$ cat src/rtl/dma_irq_coalesce.sv
// ============================================================================
// Module      : dma_irq_coalesce
// Description : Two-channel (read/write) DMA completion interrupt coalescer.
//               Optional per-channel timeout enabled by DMA_IRQ_COALESCE_TIMEOUT_EN.
// Revision    : 1.0 - initial release
// ============================================================================
`default_nettype none

module dma_irq_coalesce #(
   parameter int CntWidth   = 8,
   parameter int TimerWidth = 16
) (
   input  logic                  clk_i,
   input  logic                  rst_ni,
   input  logic                  r_done_i,
   input  logic                  w_done_i,
   input  logic                  en_i,
   input  logic [CntWidth-1:0]   threshold_i,
   input  logic [TimerWidth-1:0] timeout_i,
   input  logic [1:0]            ack_i,
   output logic [1:0]            irq_o,
   output logic [2*CntWidth-1:0] count_o
);

   typedef enum logic [1:0] {
      IDLE  = 2'd0,
      ACCUM = 2'd1,
      FIRE  = 2'd2
   } state_e;

   localparam logic [CntWidth-1:0] CntMax = {CntWidth{1'b1}};
   localparam logic [CntWidth-1:0] CntOne = CntWidth'(1);

   logic [1:0]          done;
   logic [CntWidth-1:0] thr_eff;

   assign done    = {w_done_i, r_done_i};
   assign thr_eff = (threshold_i == '0) ? CntOne : threshold_i;

`ifndef DMA_IRQ_COALESCE_TIMEOUT_EN
   logic unused_timeout;
   assign unused_timeout = ^timeout_i;
`endif

   for (genvar c = 0; c < 2; c++) begin : g_chan
      state_e              state_q, state_d;
      logic [CntWidth-1:0] cnt_q, cnt_d, cnt_inc;
      logic                irq_q;
      logic                pulse;
      logic                to_hit;
`ifdef DMA_IRQ_COALESCE_TIMEOUT_EN
      logic [TimerWidth-1:0] timer_q, timer_d;
`endif

      assign pulse   = done[c] & en_i;
      assign cnt_inc = (cnt_q == CntMax) ? cnt_q : cnt_q + CntOne;

`ifdef DMA_IRQ_COALESCE_TIMEOUT_EN
      assign to_hit = (timeout_i != '0) && ((timer_q + TimerWidth'(1)) == timeout_i);
`else
      assign to_hit = 1'b0;
`endif

      always_comb begin
         state_d = state_q;
         cnt_d   = pulse ? cnt_inc : cnt_q;
`ifdef DMA_IRQ_COALESCE_TIMEOUT_EN
         timer_d = timer_q;
`endif
         unique case (state_q)
            IDLE: begin
               if (pulse) begin
                  cnt_d   = CntOne;
                  state_d = (thr_eff == CntOne) ? FIRE : ACCUM;
`ifdef DMA_IRQ_COALESCE_TIMEOUT_EN
                  timer_d = '0;
`endif
               end
            end
            ACCUM: begin
`ifdef DMA_IRQ_COALESCE_TIMEOUT_EN
               timer_d = timer_q + TimerWidth'(1);
`endif
               // Compare the post-update count so a lowered threshold also fires.
               if ((cnt_d >= thr_eff) || to_hit) begin
                  state_d = FIRE;
               end
            end
            FIRE: begin
               if (ack_i[c]) begin
`ifdef DMA_IRQ_COALESCE_TIMEOUT_EN
                  timer_d = '0;
`endif
                  if (pulse) begin
                     cnt_d   = CntOne;
                     state_d = (thr_eff == CntOne) ? FIRE : ACCUM;
                  end else begin
                     cnt_d   = '0;
                     state_d = IDLE;
                  end
               end
            end
            default: begin
               state_d = IDLE;
               cnt_d   = '0;
            end
         endcase
      end

      always_ff @(posedge clk_i or negedge rst_ni) begin
         if (!rst_ni) begin
            state_q <= IDLE;
            cnt_q   <= '0;
            irq_q   <= 1'b0;
`ifdef DMA_IRQ_COALESCE_TIMEOUT_EN
            timer_q <= '0;
`endif
         end else begin
            state_q <= state_d;
            cnt_q   <= cnt_d;
            irq_q   <= (state_d == FIRE);
`ifdef DMA_IRQ_COALESCE_TIMEOUT_EN
            timer_q <= timer_d;
`endif
         end
      end

      assign irq_o[c]                          = irq_q;
      assign count_o[c*CntWidth +: CntWidth]   = cnt_q;
   end

endmodule

`default_nettype wire

$ cat config.mk
export PLATFORM = sky130hd
export DESIGN_NAME = dma_irq_coalesce
export DESIGN_NICKNAME = d
export VERILOG_FILES = /design/src/rtl/dma_irq_coalesce.sv
export SDC_FILE = /design/constraint.sdc
export NUM_CORES = 1
export LEC_CHECK = 0
export ABC_AREA = 1
export BUFFER_PORTS_ARGS = -buffer_cell sky130_fd_sc_hd__buf_2
export CORE_UTILIZATION = 35
export CTS_CLUSTER_DIAMETER = 100
export DETAILED_ROUTE_END_ITERATION = 16
export HOLD_SLACK_MARGIN = 0.12
export PLACE_DENSITY = 0.66
export SYNTH_ARGS = -nofsm -noshare
export SYNTH_HDL_FRONTEND = slang
export SYNTH_SLANG_ARGS = --single-unit
$ cat constraint.sdc
create_clock -name clk_i -period 5.05 [get_ports clk_i]
set_clock_uncertainty 0.1 [all_clocks]
set_input_delay 1.01 -clock clk_i [delete_from_list [all_inputs] [get_ports clk_i]]
set_output_delay 1.01 -clock clk_i [all_outputs]
set_load 0.005 [all_outputs]
=== Word level (Yosys, flattened, before mapping) ===
Index checks and enable logic that the tools add are counted.

* Flip-flop bits (word level): 22
* Bits of input ports: 31
* Output and inout bits: 18

* $add $sub $neg: 2
* Magnitude comparators: 2
* Equal/unequal tests: 9
* Muxes and demuxes: 24
* Bitwise operators: 2
* Reductions and logical operators: 3

{| class="wikitable"
|+ Operators by type and width
! operator !! number
|-
| $mux W8 || 9
|-
| $pmux W8 S3 || 2
|-
| $mux W2 || 9
|-
| $add A8 B1 Y8 const B || 2
|-
| $eq A8 B8 Y1 const B || 2
|-
| $ge A8 B8 Y1 || 2
|-
| $pmux W2 S3 || 2
|-
| $eq A2 B2 Y1 const B || 4
|-
| $eq A8 B1 Y1 const B || 1
|-
| $logic_not A8 Y1 || 1
|-
| $eq A2 B1 Y1 const B || 2
|-
| $logic_not A2 Y1 || 2
|-
| $and A1 B1 Y1 || 2
|-
| $mux W1 || 2
|}

=== Depth between registers and ports, before layout ===
Gate-level depths: netlist of run 1.

* Depth in word-level cells: 8
* Depth in mapped cells: 16

=== Worst setup path before layout of run 1 ===
No wires, ideal clock.

* Path type: input -> register
* Start: in r_done_i
* End: reg g_chan[0].state_q[0]
* Library setup time: 0.125 ns
* Arrival time: 2.312 ns
* Data required time: 4.825 ns
* Slack: 2.513 ns
* Stages: 13
* Path buffers: 1
* Path through: nand2_1 inv_1 buf_2 nand3b_1 and2_1 ha_1 nand2_1 nand3_1 nand2_1 nand2_1 nand2_1 nand3_1 nand3_1

* Cells in the longest elaborated chain, start to end: 5
* Elaborated cells between the ends (all ways): 8
* Classes of those cells: order compare: 1; mux: 6; bitwise: 1

{| class="wikitable"
|+ Ends and longest elaborated chain
! what !! line !! RTL
|-
| start: declaration || 15 || <nowiki>input logic r_done_i,</nowiki>
|-
| $and A1 B1 Y1 * || 55 || <nowiki>assign pulse = done[c] & en_i;</nowiki>
|-
| $mux W8 || 66 || <nowiki>cnt_d = pulse ? cnt_inc : cnt_q;</nowiki>
|-
| $ge A8 B8 Y1 || 85 || <nowiki>if ((cnt_d >= thr_eff) || to_hit) begin</nowiki>
|-
| $mux W2 || 85 ||
|-
| $pmux W2 S3 * || 70 || <nowiki>unique case (state_q)</nowiki>
|-
| named net g_chan[0].state_d[0] || 46 || <nowiki>state_e state_q, state_d;</nowiki>
|-
| end signal: assignment || 119 || <nowiki>state_q <= state_d;</nowiki>
|-
| end: declaration || 46 ||
|}

Mark *: on every way through the listed nets, which the timed path passes. The rest lies on a longest branch.

=== Worst setup path in the final report of run 1 ===
* Start: in en_i
* End: reg g_chan[0].state_q[0]

* Cells in the longest elaborated chain, start to end: 5
* Elaborated cells between the ends (all ways): 8
* Classes of those cells: order compare: 1; mux: 6; bitwise: 1

{| class="wikitable"
|+ Ends and longest elaborated chain
! what !! line !! RTL
|-
| start: declaration || 17 || <nowiki>input logic en_i,</nowiki>
|-
| $and A1 B1 Y1 * || 55 ||
|-
| $mux W8 || 66 ||
|-
| $ge A8 B8 Y1 || 85 ||
|-
| $mux W2 || 85 ||
|-
| $pmux W2 S3 * || 70 ||
|-
| named net g_chan[0].state_d[0] || 46 ||
|}

Marked as above.

==> metrics.yaml, run 1 <==
status: "complete, no violations"
min_period_ns: 2.766
cap_viol_max_count: 0
viasPerCell: 4.803
path_class: "in -> reg"
post_route_cells_drive_above_1_share: 0.1612
initial_utilization: 0.3634
avgRoutedWirePerCell_um: 11.64
rsz0062_at_grt: "no"
post_synth.cell_area_avg_um2: 6.622
placed_cell_area_um2: 2238
end_kind: "flop"
worstMarginPinSlew_ns: 0.5334
seq_area_frac_synth: 0.2735
hpwl_mm: 3.675
clock_path_buffers: 2
antenna_found_initial: 0
die_x_um: 77.84
vias: 1955
report.final.slew_viol_count: 0
grt_start_max_net_pins: 23
p_seq_frac: 0.371
crit_required_ns: 5.15
ctsResizeCount: 0
ys_types: 31
final_cells: 407
p_sw_frac: 0.4621
core_area_um2: 5540
drt_pre_antenna_iters: 4
syn-num-nets: 353
min_period_over_period: 0.5478
htreeDepth: 1
crit_path_max_incr_delay_ns: 0.35
dpl.cell_count: 404
clkLatencyLatePin_ns: 0.26
die_h_um: 77.84
ant_nets: 0
cts_root_buf: "clkbuf_8"
synth_warnings: 0
use_met2: 0.2735
power.share.combinational: 0.497
grt.total_usage: 0.1678
cts_hold_buf: 0
num_antenna_cells: 0
p_int_uw: 449.7
place_congestion: 0.8272
cts_tree: "yes"
clkPwrFrac: 0.132
p_switching_uw: 386.4
critPathMaxFanout: 14
utilization: 0.4115
cts_setup_buffers: 0
grt_pass1_vias: 1825
synthCells: 304
clock-sinks: 22
yosys-top-cells-area: "dfrtp_1 (27%), nand2_1 (15%), ha_1 (11%)"
finalSetupViolCount: 0
numCtsBuffers: 3
wl_mm: 4.739
hold_slack_ns: 0.4814
top_usage_layer: "met2"
hold_depth: 2
final_nets: 386
start_kind: "input pin"
syn-cell-area_um2: 2013
fin_tns_setup_ns: 0
fmax_mhz: 361.5
yosysTopAreaCell: "dfrtp_1"
peakVddDrop_mv: 0.1164
floorplan.io_pins: 49
io_buffers: 32
die_area_um2: 6059
grt_pass1_wl_mm: 8.148
syn_to_final_growth_pct: 13.24
power_density_nw_per_um2: 366.8
r2r_cells: 12
synth.top_cell.area_share: 0.2735
final_area_um2: 2280
clkTransAtPathRegs_ns: 0.08
crit_path_cell_trace: "buf_2 -> nand2_1 -> inv_1 -> nand3_1 -> nand2_1 -> o21ai_2 -> ha_1 -> a21oi_1 -> nor2_1 -> nor2_1 -> nand3_1 -> nand3_1"
crit_path_top_delay_cell: "inv_1"
cellLeakagePower_nw: 1.296
drt_first_iter_violations: 125
hold_path.class: "reg -> reg"
ys_ff_latch: 22
hold_violations: 0
max-slew-margin-rel: 0.6444
drc: 0
fp-row-count: 27
path_common_cell: "nand3_1"
met3_usage: 0.01294
grtUsageMet1: 0.2310
critPathArrivalTime_ns: 2.87
overflow: 0
[routing by layer]
metal | wire [um] | up-vias
li1 | - | 1039
met1 | 2408 | 866
met2 | 2121 | 44
met3 | 154 | 6
met4 | 54 | 0
met5 | 0 | -
[final timing paths]
path / slack (ns) / from / endpoint
setup / recovery: 2.28 / en_i / g_chan[0].state_q[0]$_DFF_PN0_
hold / removal: 0.48 / g_chan[1].cnt_q[4]$_DFF_PN0_ / g_chan[1].cnt_q[4]$_DFF_PN0_
setup reg to reg: 2.68 / g_chan[1].cnt_q[0]$_DFF_PN0_ / g_chan[1].state_q[1]$_DFF_PN0_
hold reg to reg: 0.48 / g_chan[1].cnt_q[4]$_DFF_PN0_ / g_chan[1].cnt_q[4]$_DFF_PN0_
max in group asynchronous: 3.87 / rst_ni / g_chan[1].cnt_q[0]$_DFF_PN0_
min in group asynchronous: 0.62 / rst_ni / g_chan[0].irq_q$_DFF_PN0_
[cell type report]
class	count	area (um^2)
Timing Repair Buffer	32	160.2
Fill cell	602	3261
Clock buffer	3	41.29
Inverter	49	183.9
Sequential cell	22	550.5
Multi-Input combinational cell	229	1254
Tap cell	72	90.09
[cell usage after synthesis]
cell type,number
nand2_1,83
inv_1,47
nand3_1,41
nor2_1,28
dfrtp_1,22
ha_1,18
nand4_1,11
a21oi_1,7
o21ai_0,6
and2_1,5
nand2_2,5
nor2_2,4
xor2_1,3
buf_2,2
buf_4,2
inv_2,2
nor3_1,2
or2_2,2
xnor2_1,2
a21oi_4,1
a31oi_1,1
a41o_1,1
nand2_4,1
nand3_2,1
nand3_4,1
nand3b_1,1
nor2_4,1
o211ai_1,1
o21ai_1,1
o21ai_2,1
o21bai_1,1
[per-stage QoR]
step	power, mW	setup WS [ns]
after detailed placement	0.7278	2.054
after floorplan	0.6071	2.513
after global routing	0.9286	2.153
after global placement	0.7168	2.054
after CTS	0.8453	2.332
final	0.8361	2.284
[logic make-up after synthesis]
logic type               Yosys count  synth area share
AND/OR/NAND/NOR                  186            0.4264
buffers and inverters             53            0.1038
flip-flops                        22            0.2735
AO/OA/AOI/OAI                     20           0.06278
adder cells (fa/ha/maj)           18            0.1119
XOR/XNOR                           5           0.02176
[cell usage in the layout, fill, tap and decap left out, drive strengths merged]
cell type	count
a31oi	1
o211ai	1
nor2	33
dfrtp	22
a21oi	8
o21ai	8
a41o	1
nand4	11
nand2	89
clkbuf	3
xor2	3
inv	49
nor3	2
or2	2
o21bai	1
nand3	43
and2	5
ha	18
nand3b	1
xnor2	2
buf	32
[power by group through the flow]
stage	clock network (mW)	registers (mW)	logic, mW
5_1_grt	0.123	0.323	0.483
3_5_place_dp	0	0.313	0.415
4_1_cts	0.118	0.310	0.418
2_1_floorplan	0	0.302	0.305
3_3_place_gp	0	0.313	0.403
6_report	0.110	0.311	0.415
[worst max-delay path: cells and delay by family]
kind                     cells  cell delay, ns
AND/OR/NAND/NOR              7            0.87
buffers and inverters        2            0.46
AO/OA/AOI/OAI                2            0.24
adder cells (fa/ha/maj)      1            0.30
[registers in the layout, summed over array words and instances (netlist names)]
| name | cells |
|---|---|
| g_chan.cnt_q | 16 |
| g_chan.irq_q | 2 |
| g_chan.state_q | 4 |
Note: power is estimated with default switching activity, not from simulation.
==> run 2: changes to the inputs <==
==> constraint.sdc (replaced) <==
create_clock -name clk_i -period 2.9 [get_ports clk_i]
set_clock_uncertainty 0.1 [all_clocks]
set_input_delay 0.58 -clock clk_i [delete_from_list [all_inputs] [get_ports clk_i]]
set_output_delay 0.58 -clock clk_i [all_outputs]
set_load 0.005 [all_outputs]
==> run 2 against run 1 <==
Non-clock buffer count increased by 1. First-iteration DRC count increased by 14%. Hold slack got worse by 0.29 ns. Routed wire length increased by 0.91%. Critical endpoint is now g_chan[1].state_q[0]$_DFF_PN0_. Setup slack got worse by 1.8 ns. Largest power group unchanged. Largest cell class unchanged. Sequential cell count unchanged. Sequential power increased by 75%.
==> metrics.yaml, run 2 (same netlist as run 1, synthesis figures left out) <==
top_usage_layer: "met2"
syn_to_final_growth_pct: 14.29
critPathArrivalTime_ns: 2.47  # -0.40 ns
end_kind: "flop"
placed_cell_area_um2: 2246  # +0.34%
crit_buf_inv: 1  # -1
cellLeakagePower_nw: 1.308  # +0.90%
power_density_nw_per_um2: 647.4  # +77%
cts_root_buf: "clkbuf_8"
worstMarginPinSlew_ns: 0.5346  # +0.001231 ns
die_h_um: 77.84  # unchanged
largest_reg_flops: 16  # unchanged
crit_path_cell_trace: "ha_1 -> nand2_2 -> nor3_1 -> nand3_1 -> and2_1 -> ha_1 -> nand2_1 -> inv_1 -> nand2_1 -> nand3_1 -> nor2_1 -> nand3_1 -> nand3_1"
final_cell_mix: "nand2_1 (83), inv_1 (47), nand3_1 (41), buf_2 (32), nor2_1 (28)"
start_kind: "flop"
final_area_um2: 2301  # +0.93%
antenna_found_initial: 0  # unchanged
place_congestion: 0.8530  # +3.1%
avgRoutedWirePerCell_um: 11.69  # +0.41%
cts_tree: "yes"
grtUsageMet1: 0.2603  # +0.02926
top_register: "g_chan.cnt_q"
viasPerCell: 4.846  # +0.89%
hold_violations: 0  # unchanged
drt_first_iter_violations: 143  # +14%
floorplan.io_pins: 49  # unchanged
clock_path_buffers: 2  # unchanged
ant_nets: 0  # unchanged
hold_path.class: "in -> async"
crit_path_max_incr_delay_ns: 0.46  # +0.11 ns
regArea_um2: 550.5  # unchanged
cap_viol_max_count: 0  # unchanged
final_nets: 387  # +0.26%
grt.total_usage: 0.1754  # +0.007578
final_common_cell: "nand2_1"
reg.largest.list: "g_chan.cnt_q: 16 flops, g_chan.state_q: 4 flops, g_chan.irq_q: 2 flops"
max-slew-margin-rel: 0.6436  # -0.0008210
post_route_cells_drive_above_1_share: 0.1662  # +0.004978
clock-sinks: 22  # unchanged
numCtsBuffers: 3  # unchanged
path_common_cell: "nand3_1"
cts_setup_buffers: 0  # unchanged
min_period_ns: 2.376
multiInputGateArea_um2: 1254  # unchanged
use_met2: 0.2699  # -0.003540
report.final.slew_viol_count: 0  # unchanged
fp-row-count: 27  # unchanged
core_area_um2: 5540  # unchanged
ctsResizeCount: 0  # unchanged
clkTransAtPathRegs_ns: 0.09  # about the same
grt_pass1_vias: 1862  # +2.0%
crit_path_top_delay_cell: "dfrtp_1"
htreeDepth: 1  # unchanged
critPathMaxFanout: 6  # -8
vias: 1982  # +1.4%
hpwl_mm: 3.750  # +2.0%
met3_usage: 0.01529  # +0.002353
grt_pass1_wl_mm: 8.528  # +4.7%
rsz0062_at_grt: "no"
num_antenna_cells: 0  # unchanged
worst-r2r-setup-slack_ns: 0.52  # -2.16 ns
fmax_mhz: 420.9
overflow: 0  # unchanged
wl_mm: 4.782  # +0.91%
finalSetupViolCount: 0  # unchanged
die_x_um: 77.84  # unchanged
min_period_over_period: 0.8193
peakVddDrop_mv: 0.2649  # +130%
io_buffers: 32  # unchanged
fin_tns_setup_ns: 0  # unchanged
cts_hold_buf: 0  # unchanged
clkLatencyLatePin_ns: 0.26  # about the same
drc: 0  # unchanged
die_area_um2: 6059  # unchanged
status: "complete, no violations"
drt_pre_antenna_iters: 4  # unchanged
crit_required_ns: 3.00  # -2.15 ns
n_fill_cell: 608  # +1.0%
path_class: "reg -> reg"
initial_utilization: 0.3634  # unchanged
critPathTopFamily: "simple AND/OR/NAND/NOR gates"
grt_start_max_net_pins: 23  # unchanged
==> run 2: cell types whose count changed in the layout (fill, tap and decap cells not counted) <==
| cell | previous run | this run |
|---|---|---|
| clkbuf_8 | 3 | 4 |
| buf_4 | 0 | 1 |
==> run 2: metal layers <==
layer | wire, um | part of all wire
met1 | 2378 | 0.50
met2 | 2163 | 0.45
met3 | 211 | 0.044
met4 | 29 | 0.0061
met5 | 0 | 0
==> run 2: where the power goes <==
group	total (mW)	leakage (nW)	internal (mW)	switching, mW
Combinational	0.723	0.986	0.289	0.434
Sequential	0.543	0.293	0.402	0.142
Clock	0.224	0.0288	0.121	0.103
Total	1.49	1.31	0.812	0.678
==> run 2: through the flow <==
step                      worst slack (ns)  power [mW]  cells  utilization  hold slack [ns]
after global routing                0.2212       1.663    409       0.4153           0.2305
after CTS                           0.5231       1.509    409       0.4153           0.2075
final                               0.5240       1.490    409       0.4153           0.1925
after floorplan                     0.7929       1.057    304            -           0.1844
after global placement              0.4847       1.251    405       0.4054           0.4434
after detailed placement            0.4453       1.274    405       0.4054           0.4494
==> run 2: worst paths after layout <==
path | cells past startpoint | from | to
worst max-delay path | 13 | g_chan[1].cnt_q[0]$_DFF_PN0_ | g_chan[1].state_q[0]$_DFF_PN0_
worst min-delay path | 1 | rst_ni | g_chan[0].cnt_q[6]$_DFF_PN0_
worst max register to register | 13 | g_chan[1].cnt_q[0]$_DFF_PN0_ | g_chan[1].state_q[0]$_DFF_PN0_
worst min register to register | 2 | g_chan[1].cnt_q[7]$_DFF_PN0_ | g_chan[1].cnt_q[7]$_DFF_PN0_
min in group clk_i | 2 | g_chan[1].cnt_q[7]$_DFF_PN0_ | g_chan[1].cnt_q[7]$_DFF_PN0_
max in group asynchronous | 1 | rst_ni | g_chan[0].irq_q$_DFF_PN0_
==> run 2: worst register-to-register path, delay by kind of cell, from the launching register on <==
family / cells / cell delay (ns)
DFF: 1 / 0.46
adders and majority gates: 2 / 0.50
and+or+nand+nor: 10 / 1.21
buffers and inverters: 1 / 0.05
==> run 2: layout make-up <==
cell class                 instances  area share
multi-input combinational        229      0.5449
sequential                        22      0.2393
clock buffer                       4     0.02393
tap                               72     0.03915
timing repair buffer              33     0.07287
inverter                          49     0.07993
==> run 3: changes to the inputs <==
==> constraint.sdc (replaced) <==
create_clock -name clk_i -period 2.3 [get_ports clk_i]
set_clock_uncertainty 0.1 [all_clocks]
set_input_delay 0.46 -clock clk_i [delete_from_list [all_inputs] [get_ports clk_i]]
set_output_delay 0.46 -clock clk_i [all_outputs]
set_load 0.005 [all_outputs]
==> run 3 against run 2 <==
Final cell count is 4.2% higher. Non-clock buffer count increased by 16. Hold slack gained 0.19 ns. Global-route usage is 0.30 points higher. Sequential power increased by 22%. Via count grew 6.7%. Die area unchanged. Critical path depth is 1 higher. Design area grew 14%. Sequential cell count unchanged. Register-to-register slack worse by 0.38 ns. Critical endpoint unchanged. Largest power group unchanged. Highest routed layer unchanged.
==> metrics.yaml, run 3 (same netlist as run 1, synthesis figures left out) <==
n_fill_cell: 556  # -8.6%
crit_path_cell_trace: "ha_4 -> nand2_4 -> nor2_4 -> nand3_4 -> nand3_1 -> nand2_2 -> ha_1 -> nand2_1 -> nand3_1 -> nand2_1 -> nand2_1 -> nand2_2 -> nand3_1 -> nand3_1"
die_h_um: 77.84  # unchanged
crit_required_ns: 2.37  # -0.63 ns
grt_pass1_wl_mm: 8.493  # -0.41%
rsz0062_at_grt: "yes"
grt_start_max_net_pins: 23  # unchanged
numCtsBuffers: 3  # unchanged
crit_path_max_incr_delay_ns: 0.42  # -0.04 ns
largest_reg_flops: 16  # unchanged
cap_viol_max_count: 0  # unchanged
path_common_cell: "nand3_1"
overflow: 0  # unchanged
max-slew-margin-rel: 0.6318  # -0.01181
antenna_found_initial: 0  # unchanged
place_congestion: 0.8614  # +0.98%
dpl.cell_count: 416  # +2.7%
num_antenna_cells: 0  # unchanged
start_kind: "flop"
htreeDepth: 1  # unchanged
finalSetupViolCount: 0  # unchanged
min_period_over_period: 0.9387  # +0.1193
clkLatencyLatePin_ns: 0.27  # about the same
viasPerCell: 4.965  # +2.5%
core_area_um2: 5540  # unchanged
fin_tns_setup_ns: 0  # unchanged
cts_root_buf: "clkbuf_8"
avgRoutedWirePerCell_um: 12.20  # +4.3%
die_x_um: 77.84  # unchanged
final_nets: 404  # +4.4%
die_area_um2: 6059  # unchanged
cts_tree: "yes"
floorplan.io_pins: 49  # unchanged
placed_cell_area_um2: 2328  # +3.7%
clkTransAtPathRegs_ns: 0.09  # about the same
vias: 2115  # +6.7%
fmax_mhz: 463.2  # +10%
hold_violations: 0  # unchanged
drc: 0  # unchanged
crit_path_top_delay_cell: "dfrtp_1"
critPathMaxFanout: 5  # -1
min_period_ns: 2.159  # -0.2171 ns
peakVddDrop_mv: 0.3568  # +35%
report.final.slew_viol_count: 0  # unchanged
grt.total_usage: 0.1783  # +0.002953
grt_pass1_vias: 1871  # +0.48%
fp-row-count: 27  # unchanged
ant_nets: 0  # unchanged
critPathArrivalTime_ns: 2.23  # -0.24 ns
drt_first_iter_violations: 117  # -18%
syn_to_final_growth_pct: 30.02
regArea_um2: 551.8  # +0.23%
clock_path_buffers: 2  # unchanged
worstMarginPinSlew_ns: 0.5524  # +0.01772 ns
final_common_cell: "nand2_1"
wl_mm: 5.197  # +8.7%
final_area_um2: 2618  # +14%
path_class: "reg -> reg"
initial_utilization: 0.3634  # unchanged
reg.largest.list: "g_chan.cnt_q: 16 flops, g_chan.state_q: 4 flops, g_chan.irq_q: 2 flops"
top_register: "g_chan.cnt_q"
clock-sinks: 22  # unchanged
hpwl_mm: 3.840  # +2.4%
power_density_nw_per_um2: 828.7  # +28%
drt_pre_antenna_iters: 5  # +1
multiInputGateArea_um2: 1423  # +13%
final_cell_mix: "nand2_1 (78), inv_1 (46), nand3_1 (34), buf_2 (32), nor2_1 (23)"
post_route_cells_drive_above_1_share: 0.2797  # +0.1135
io_buffers: 32  # unchanged
cellLeakagePower_nw: 1.438  # +9.9%
final_cells: 426  # +4.2%
status: "complete, no violations"
end_kind: "flop"
hold_path.class: "in -> reg"
run 3: cell types whose count changed in the layout (fill, tap and decap cells not counted), sizes merged:
cell / change
nand3: +1
dlygate4sd3: +1
buf: +15
bufinv: +1
clkbuf: -1
run 3: layout make-up:
cell class,count,share of cell area
timing repair buffer,49,0.1138
sequential,22,0.2108
inverter,49,0.07027
multi-input combinational,230,0.5435
clock buffer,3,0.01577
clock inverter,1,0.01147
tap,72,0.03442
run 3: timing repair:
item	CTS	global route
setup endpoints to repair	0	6
setup buffers	0	4
hold buffers	1	0
hold endpoints to repair	22	0
resized for setup	0	37
run 3: metal layers:
layer | GRT usage | share of wire
met5 | 0 | 0
met4 | 0.05660 | 0.015
met3 | 0.02000 | 0.027
met2 | 0.2743 | 0.46
met1 | 0.2579 | 0.50
run 3: report_power, final:
group,total (mW),leakage [nW],internal (mW),switching [mW]
combinational,1.12,1.11,0.469,0.653
clock,0.382,0.0357,0.233,0.149
sequential,0.665,0.292,0.508,0.157
run 3: worst paths after layout:
path	from	end	slack, ns	cells after the start
setup / recovery	g_chan[1].cnt_q[1]$_DFF_PN0_	g_chan[1].state_q[0]$_DFF_PN0_	0.14	14
hold / removal	ack_i[0]	g_chan[0].state_q[0]$_DFF_PN0_	0.38	3
setup reg to reg	g_chan[1].cnt_q[1]$_DFF_PN0_	g_chan[1].state_q[0]$_DFF_PN0_	0.14	14
hold reg to reg	g_chan[0].cnt_q[7]$_DFF_PN0_	g_chan[0].cnt_q[7]$_DFF_PN0_	0.48	2
max in group asynchronous	rst_ni	g_chan[1].cnt_q[2]$_DFF_PN0_	1.11	2
min in group asynchronous	rst_ni	g_chan[1].cnt_q[7]$_DFF_PN0_	0.60	2
run 3: metrics by stage:
step | total power [mW] | hold WS, ns | utilization | setup slack (ns)
final | 2.169 | 0.3799 | 0.4724 | 0.1411
after global routing | 2.379 | 0.3814 | 0.4724 | -0.02481
after CTS | 2.074 | 0.3706 | 0.4350 | 0.03906
after detailed placement | 1.679 | 0.3867 | 0.4203 | 0.05911
after global placement | 1.657 | 0.3842 | 0.4203 | 0.07001
after floorplan | 1.333 | 0.06441 | - | 0.1940
run 3: critical path: cells and delay by family (launching register included):
family                   cells  cell delay, ns
adder cells (fa/ha/maj)      2            0.46
AND/OR/NAND/NOR             12            1.08
flip-flops                   1            0.42
